`src/rtl/fetch_unit.sv`:
```
// RV32I fetch stage: PC, one in-flight imem read, 2-entry output buffer.
// Optional macro FETCH_MISALIGN_TRAP_EN enables the misaligned-redirect trap.
module fetch_unit #(
    parameter logic [31:0] RESET_PC  = 32'h0000_0000,
    parameter int          BUF_DEPTH = 2
) (
    input  logic        clk,
    input  logic        rst,
    output logic [31:0] imem_addr,
    input  logic [31:0] instr_in,
    input  logic        redirect_valid,
    input  logic [31:0] redirect_pc,
    output logic        out_valid,
    input  logic        out_ready,
    output logic [31:0] out_instr,
    output logic [31:0] out_pc,
    output logic [31:0] out_pc_plus4,
    output logic        misalign_trap
);

    logic [31:0] pc_q;
    logic        inflight_v;
    logic [31:0] inflight_pc;
    logic [1:0]  count;
    logic [31:0] head_instr, head_pc;
    logic [31:0] tail_instr, tail_pc;
    logic        trap_q;

    logic [31:0] target;
    logic        bad_target;
    logic        pop, push, issue;
    logic [1:0]  left;

`ifdef FETCH_MISALIGN_TRAP_EN
    assign target     = redirect_pc;
    assign bad_target = redirect_pc[1:0] != 2'b00;
`else
    logic unused_lsb;
    assign unused_lsb = ^redirect_pc[1:0];
    assign target     = {redirect_pc[31:2], 2'b00};
    assign bad_target = 1'b0;
`endif

    assign imem_addr     = pc_q;
    assign out_valid     = count != 2'd0;
    assign out_instr     = head_instr;
    assign out_pc        = head_pc;
    assign out_pc_plus4  = head_pc + 32'd4;
    assign misalign_trap = trap_q;

    assign pop   = out_valid & out_ready;
    assign push  = inflight_v & ~redirect_valid;
    // Reserve a buffer slot for every outstanding read before issuing
    assign issue = ~redirect_valid & ~trap_q &
                   (((count + {1'b0, inflight_v}) < 2'd2) | pop);
    assign left  = count - {1'b0, pop};

    always_ff @(posedge clk) begin
        if (!rst) begin
            pc_q        <= RESET_PC;
            inflight_v  <= 1'b0;
            inflight_pc <= 32'd0;
            count       <= 2'd0;
            head_instr  <= 32'd0;
            head_pc     <= 32'd0;
            tail_instr  <= 32'd0;
            tail_pc     <= 32'd0;
            trap_q      <= 1'b0;
        end else begin
            if (redirect_valid)
                pc_q <= target;
            else if (issue)
                pc_q <= pc_q + 32'd4;

            inflight_v <= issue;
            if (issue)
                inflight_pc <= pc_q;

            if (pop) begin
                head_instr <= tail_instr;
                head_pc    <= tail_pc;
            end
            if (push) begin
                if (left == 2'd0) begin
                    head_instr <= instr_in;
                    head_pc    <= inflight_pc;
                end else begin
                    tail_instr <= instr_in;
                    tail_pc    <= inflight_pc;
                end
            end

            if (redirect_valid)
                count <= 2'd0;
            else
                unique case ({push, pop})
                    2'b10:   count <= count + 2'd1;
                    2'b01:   count <= count - 2'd1;
                    default: count <= count;
                endcase

            if (redirect_valid)
                trap_q <= bad_target;
        end
    end

    no_overflow: assert property (@(posedge clk) disable iff (!rst)
        !(push && !pop && count == 2'd2));
    count_bound: assert property (@(posedge clk) disable iff (!rst)
        32'(count) <= BUF_DEPTH);

endmodule

```
`config.mk`:
```
export PLATFORM = sky130hd
export DESIGN_NAME = fetch_unit
export DESIGN_NICKNAME = d
export VERILOG_FILES = /design/src/rtl/fetch_unit.sv
export SDC_FILE = /design/constraint.sdc
export NUM_CORES = 1
export LEC_CHECK = 0
export BUFFER_PORTS_ARGS = -buffer_cell sky130_fd_sc_hd__clkbuf_2
export CAP_MARGIN = 5
export CORE_ASPECT_RATIO = 0.8
export CORE_MARGIN = 2
export CORE_UTILIZATION = 30
export DETAILED_ROUTE_END_ITERATION = 8
export MAX_ROUTING_LAYER = met4
export PLACE_DENSITY = 0.47
export SETUP_SLACK_MARGIN = 0.3
export SLEW_MARGIN = 20
export SYNTH_ARGS = -nofsm -noshare
export SYNTH_HDL_FRONTEND = slang
export SYNTH_SLANG_ARGS = --single-unit
```
`constraint.sdc`:
```
create_clock -name clk -period 7.1 [get_ports clk]
set_clock_uncertainty 0.1 [all_clocks]
set_input_delay 2.13 -clock clk [delete_from_list [all_inputs] [get_ports clk]]
set_output_delay 2.13 -clock clk [all_outputs]
set_load 0.01 [all_outputs]
```
# Yosys cells after proc, flatten, opt, wreduce, memory -nomap -nowiden
# Cells that the tools add are included.
# word_totals
ff_bits	195
in_bits	68
out_inout_bits	130
word_cells	40
# classes
addsub	6
order_cmp	1
n_eq_ne	2
mux	9
bitwise_logic	7
n_reduce_logical	6
# op_table
op	n
$mux W32	8
$add A32 B3 Y32 const B	2
$reduce_bool A2 Y1	3
$pmux W2 S2	1
$and A1 B1 Y1	3
$not A1 Y1	3
$add A2 B1 Y2	1
$add A2 B1 Y2 const B	1
$eq A2 B1 Y1 const B	1
$eq A2 B2 Y1 const B	1
$logic_not A2 Y1	1
$lt A2 B2 Y1 const B	1
$reduce_and A2 Y1	1
$reduce_or A2 Y1	1
$sub A2 B1 Y2	1
$sub A2 B1 Y2 const B	1
$or A1 B1 Y1	1

# Depth between registers and ports, before layout
# depth
word_depth	6
ltp_mapped	9
ltp_nobuf	7

# Worst setup path before layout
# No wires, ideal clock.
# synth_timing
path_type	register -> output
from	reg head_pc[2], in the netlist out_pc[2]
to	out out_pc_plus4[30]
t_arrival_ns	1.733
required_time_ns	4.870
path_slack_ns	3.137
stages_incl_launch_ff	7
path_buffers	0
path_cell_list	dfxtp_1 > ha_1 > inv_1 > or3_1 > nor4_4 > nand3_1 > xnor2_1
# synth_between
elab_chain_len	1
# synth_lines
element	line_no	text
from (decl)	25	logic [31:0] head_instr, head_pc;
from (signal assigned)	81	head_pc <= tail_pc;
from (signal assigned)	86	head_pc <= inflight_pc;
$add A32 B3 Y32	48	assign out_pc_plus4 = head_pc + 32'd4;
to (decl)	17	output logic [31:0] out_pc_plus4,
# Every way passes these cells.

# Worst setup path in the final report
# layout_timing
from	reg head_pc[3], in the netlist out_pc[3]
to	out out_pc_plus4[28]
# The elaborated chain is that of the path after synthesis.

==> metrics.yaml <==
logic_synthesis:
  synthDistinctLibCells: 56
  syn_area_um2: 8869
  ys_warn_count: 0
  synth_edf_count: 0
  async_reset_ff_share_pct: 0
  ys_ff_latch: 189
  netlist_instances: 1002
  avgSynthCellArea_um2: 8.851
  ys.flop_type: "dfxtp_1"
  ys_seq_area_share_pct: 42.66
setup_path:
  worst-path-buf-inv: 2
  reg2regPathDepth: 6
  reg2reg_from: "count[0]"
  cp-start-kind: "flop"
  worstReg2RegEnd: "out_pc[19]"
  cpPeakStageDelay_ps: 480
  slowest_stage: "or3_1"
  crit_chain: "ha_1 -> inv_1 -> or3_1 -> nor4_4 -> nand3_1 -> xnor2_1 -> clkbuf_2"
  rrSetupSlack_ps: 4540
  critPathMaxFanout: 5
  critical_path_arrival_ps: 2720
  crit_required_ps: 4870
  worstSetupPathType: "reg -> out"
  path_delay_family: "simple AND/OR/NAND/NOR gates"
  endpoint_kind: "primary output"
clocking:
  postCtsSetupBuffers: 0
  htreeDepth: 4
  clock_latency_ps: 430
  post_cts_resized: 0
  clk_pin_slew_ps: 70
  ctsLongestPathBuffers: 2
  cts_tree: "yes"
  root_buffer: "clkbuf_16"
  numCtsBuffers: 17
  cts_hold_buffers: 0
  cts_sinks: 189
finish:
  area_delta_synth_final_pct: 20.13
  final_area_um2: 10650
  ff_latch_area_um2: 3784
  fillCellCount: 3036
  layout.nets: 1214
  drive_gt1_share_pct: 21.97
  mostFrequentLayoutCells: "nand2_1 (278), clkbuf_2 (191), dfxtp_1 (189), a21boi_0 (88), mux2i_1 (66)"
  antenna_cells: 0
  layout_commonest_cell: "nand2_1"
  multi_input_area_um2: 4701
worst_hold_path:
  hold_class: "reg -> reg"
  whs_endpoint: "tail_instr[12]"
  worstHoldStart: "tail_instr[12]"
  hold_path_depth: 2
floorplan:
  rows: 56
  die-width_um: 196.2
  die_area_um2: 30960
  start_util_pct: 30.35
  core_um2: 29220
  boundaryPins: 198
  fp.dieH_um: 157.8
global_routing:
  antenna_found_initial: 0
  grt_pass1_vias: 6935
  grt_pass1_wl_mm: 38.68
  overflow: 0
  grt_util_all_layers_pct: 16.27
  grt_start_max_net_pins: 119
detailed_routing:
  drc: 0
  vias_per_cell: 4.729
  drtAntennaViolNets: 0
  dr.pass1.iters: 4
  drt-initial-drc-count: 340
  wirelength_mm: 24.52
  num_vias: 7249
  avgRoutedWirePerCell_um: 16.00
power:
  p_per_area_nw_per_um2: 227.2
  switching_power_mw: 0.6166
  pwr-share-seq_pct: 47.5
  leakagePower_nw: 5.227
  total_power_mw: 2.421
  intPower_mw: 1.804
  combPwrFrac_pct: 9.0
  p_clk_share_pct: 43.5
  p_sw_share_pct: 25.47
  ir_drop_v: 0.0001437
timing:
  setup_viol: 0
  post-route-min-period_ps: 4954
  hold_ws_ps: 362.4
  maxSlewViolCount: 0
  finalCritPeriodShare_pct: 69.77
  slew_headroom_pct: 38.08
  hold_violations: 0
  fin_setup_tns_ps: 0
  worstMarginPinSlew_ps: 920.3
  max_freq_ghz: 0.2019
  rsz0062_at_grt: "false"
placed_design:
  gp_congestion: 0.7508
  placed_area_um2: 10010
  io_buffers: 192
  dpl.hpwl_mm: 16.31
flow_run:
  cap_violations: 0
outcome:
  status: "finished, final reports clean"
==> Yosys cell counts (8+ instances only) <==
library cell  number  share of area, %
nor3_1            10              0.56
mux2i_1           66               7.4
a21boi_0          88               7.4
buf_4             13               1.1
and3_1            10              0.71
xor2_1            12               1.2
nand3_1           23               1.3
nor2_1            13              0.55
nand2_1          279                12
clkbuf_1          42               1.8
a21oi_1           22               1.2
nand4_1            8              0.56
buf_2             19               1.1
o21ai_0           27               1.5
dfxtp_1          189                43
xnor2_1           40               4.0
o211a_1           63               7.1
==> cell families after synthesis <==
kind of cell,count (synthesis),share of synthesized area (%)
other cells,1,0.04228
buf+inv,86,4.839
fa+ha+maj,3,0.4233
simple gates,387,20.49
mux,66,7.449
xor+xnor,52,5.135
compound gates,218,18.96
flops,189,42.66
==> area by class of cell <==
| cell class | instances | area share [%] |
|---|---|---|
| multi-input cells | 729 | 44.12 |
| well taps | 377 | 4.427 |
| clock buffers | 18 | 4.122 |
| repair buffers | 199 | 9.654 |
| clock inverters | 14 | 1.914 |
| inverters | 7 | 0.2466 |
| flip-flops and latches | 189 | 35.51 |
==> sequential cells by signal, indices dropped and copies added (netlist names) <==
signal and flops:
out_instr 32, out_pc 32, tail_instr 32, imem_addr 30, inflight_pc 30, tail_pc 30, count 2, inflight_v 1
==> routing by layer <==
| layer | part of all wire, % | vias to the layer above | global-route usage [%] |
|---|---|---|---|
| li1 | - | 3732 | - |
| met1 | 54 | 3370 | 23.63 |
| met2 | 42 | 137 | 22.78 |
| met3 | 3.1 | 10 | 3.238 |
| met4 | 0.91 | 0 | 4.293 |
| met5 | 0 | - | - |
==> power by group through the flow <==
stage	sequential (mW)	clock, mW	combinational [mW]
after floorplan	1.17	0	0.125
after CTS	1.15	1.09	0.221
after global placement	1.17	0	0.218
after detailed placement	1.18	0	0.220
after global routing	1.16	1.13	0.244
final	1.15	1.05	0.218
==> worst max path at each step <==
stage,from,end,depth (start not counted)
2_1_floorplan,out_pc[2],out_pc_plus4[30],6
3_3_place_gp,redirect_valid,tail_pc[16],8
3_5_place_dp,redirect_valid,tail_pc[12],8
4_1_cts,out_pc[3],out_pc_plus4[28],7
5_1_grt,out_pc[3],out_pc_plus4[28],7
6_report,out_pc[3],out_pc_plus4[28],7
==> metrics by stage <==
stage,std cells,util (%),setup WS (ps)
final,1533,36.46,2146
after global routing,1533,36.46,1963
after CTS,1533,36.45,2105
after detailed placement,1501,34.25,2186
after global placement,1501,34.25,2258
after floorplan,1004,-,3137
==> worst reg2reg max path: cells and delay by family, from the launching register on <==
kind | cells | cell delay, ps
and+or+nand+nor | 3 | 960
buffers and inverters | 1 | 620
DFF | 1 | 370
muxes | 1 | 260
AOI/OAI and AO/OA | 1 | 150
Power figures use the tool's default switching activity.
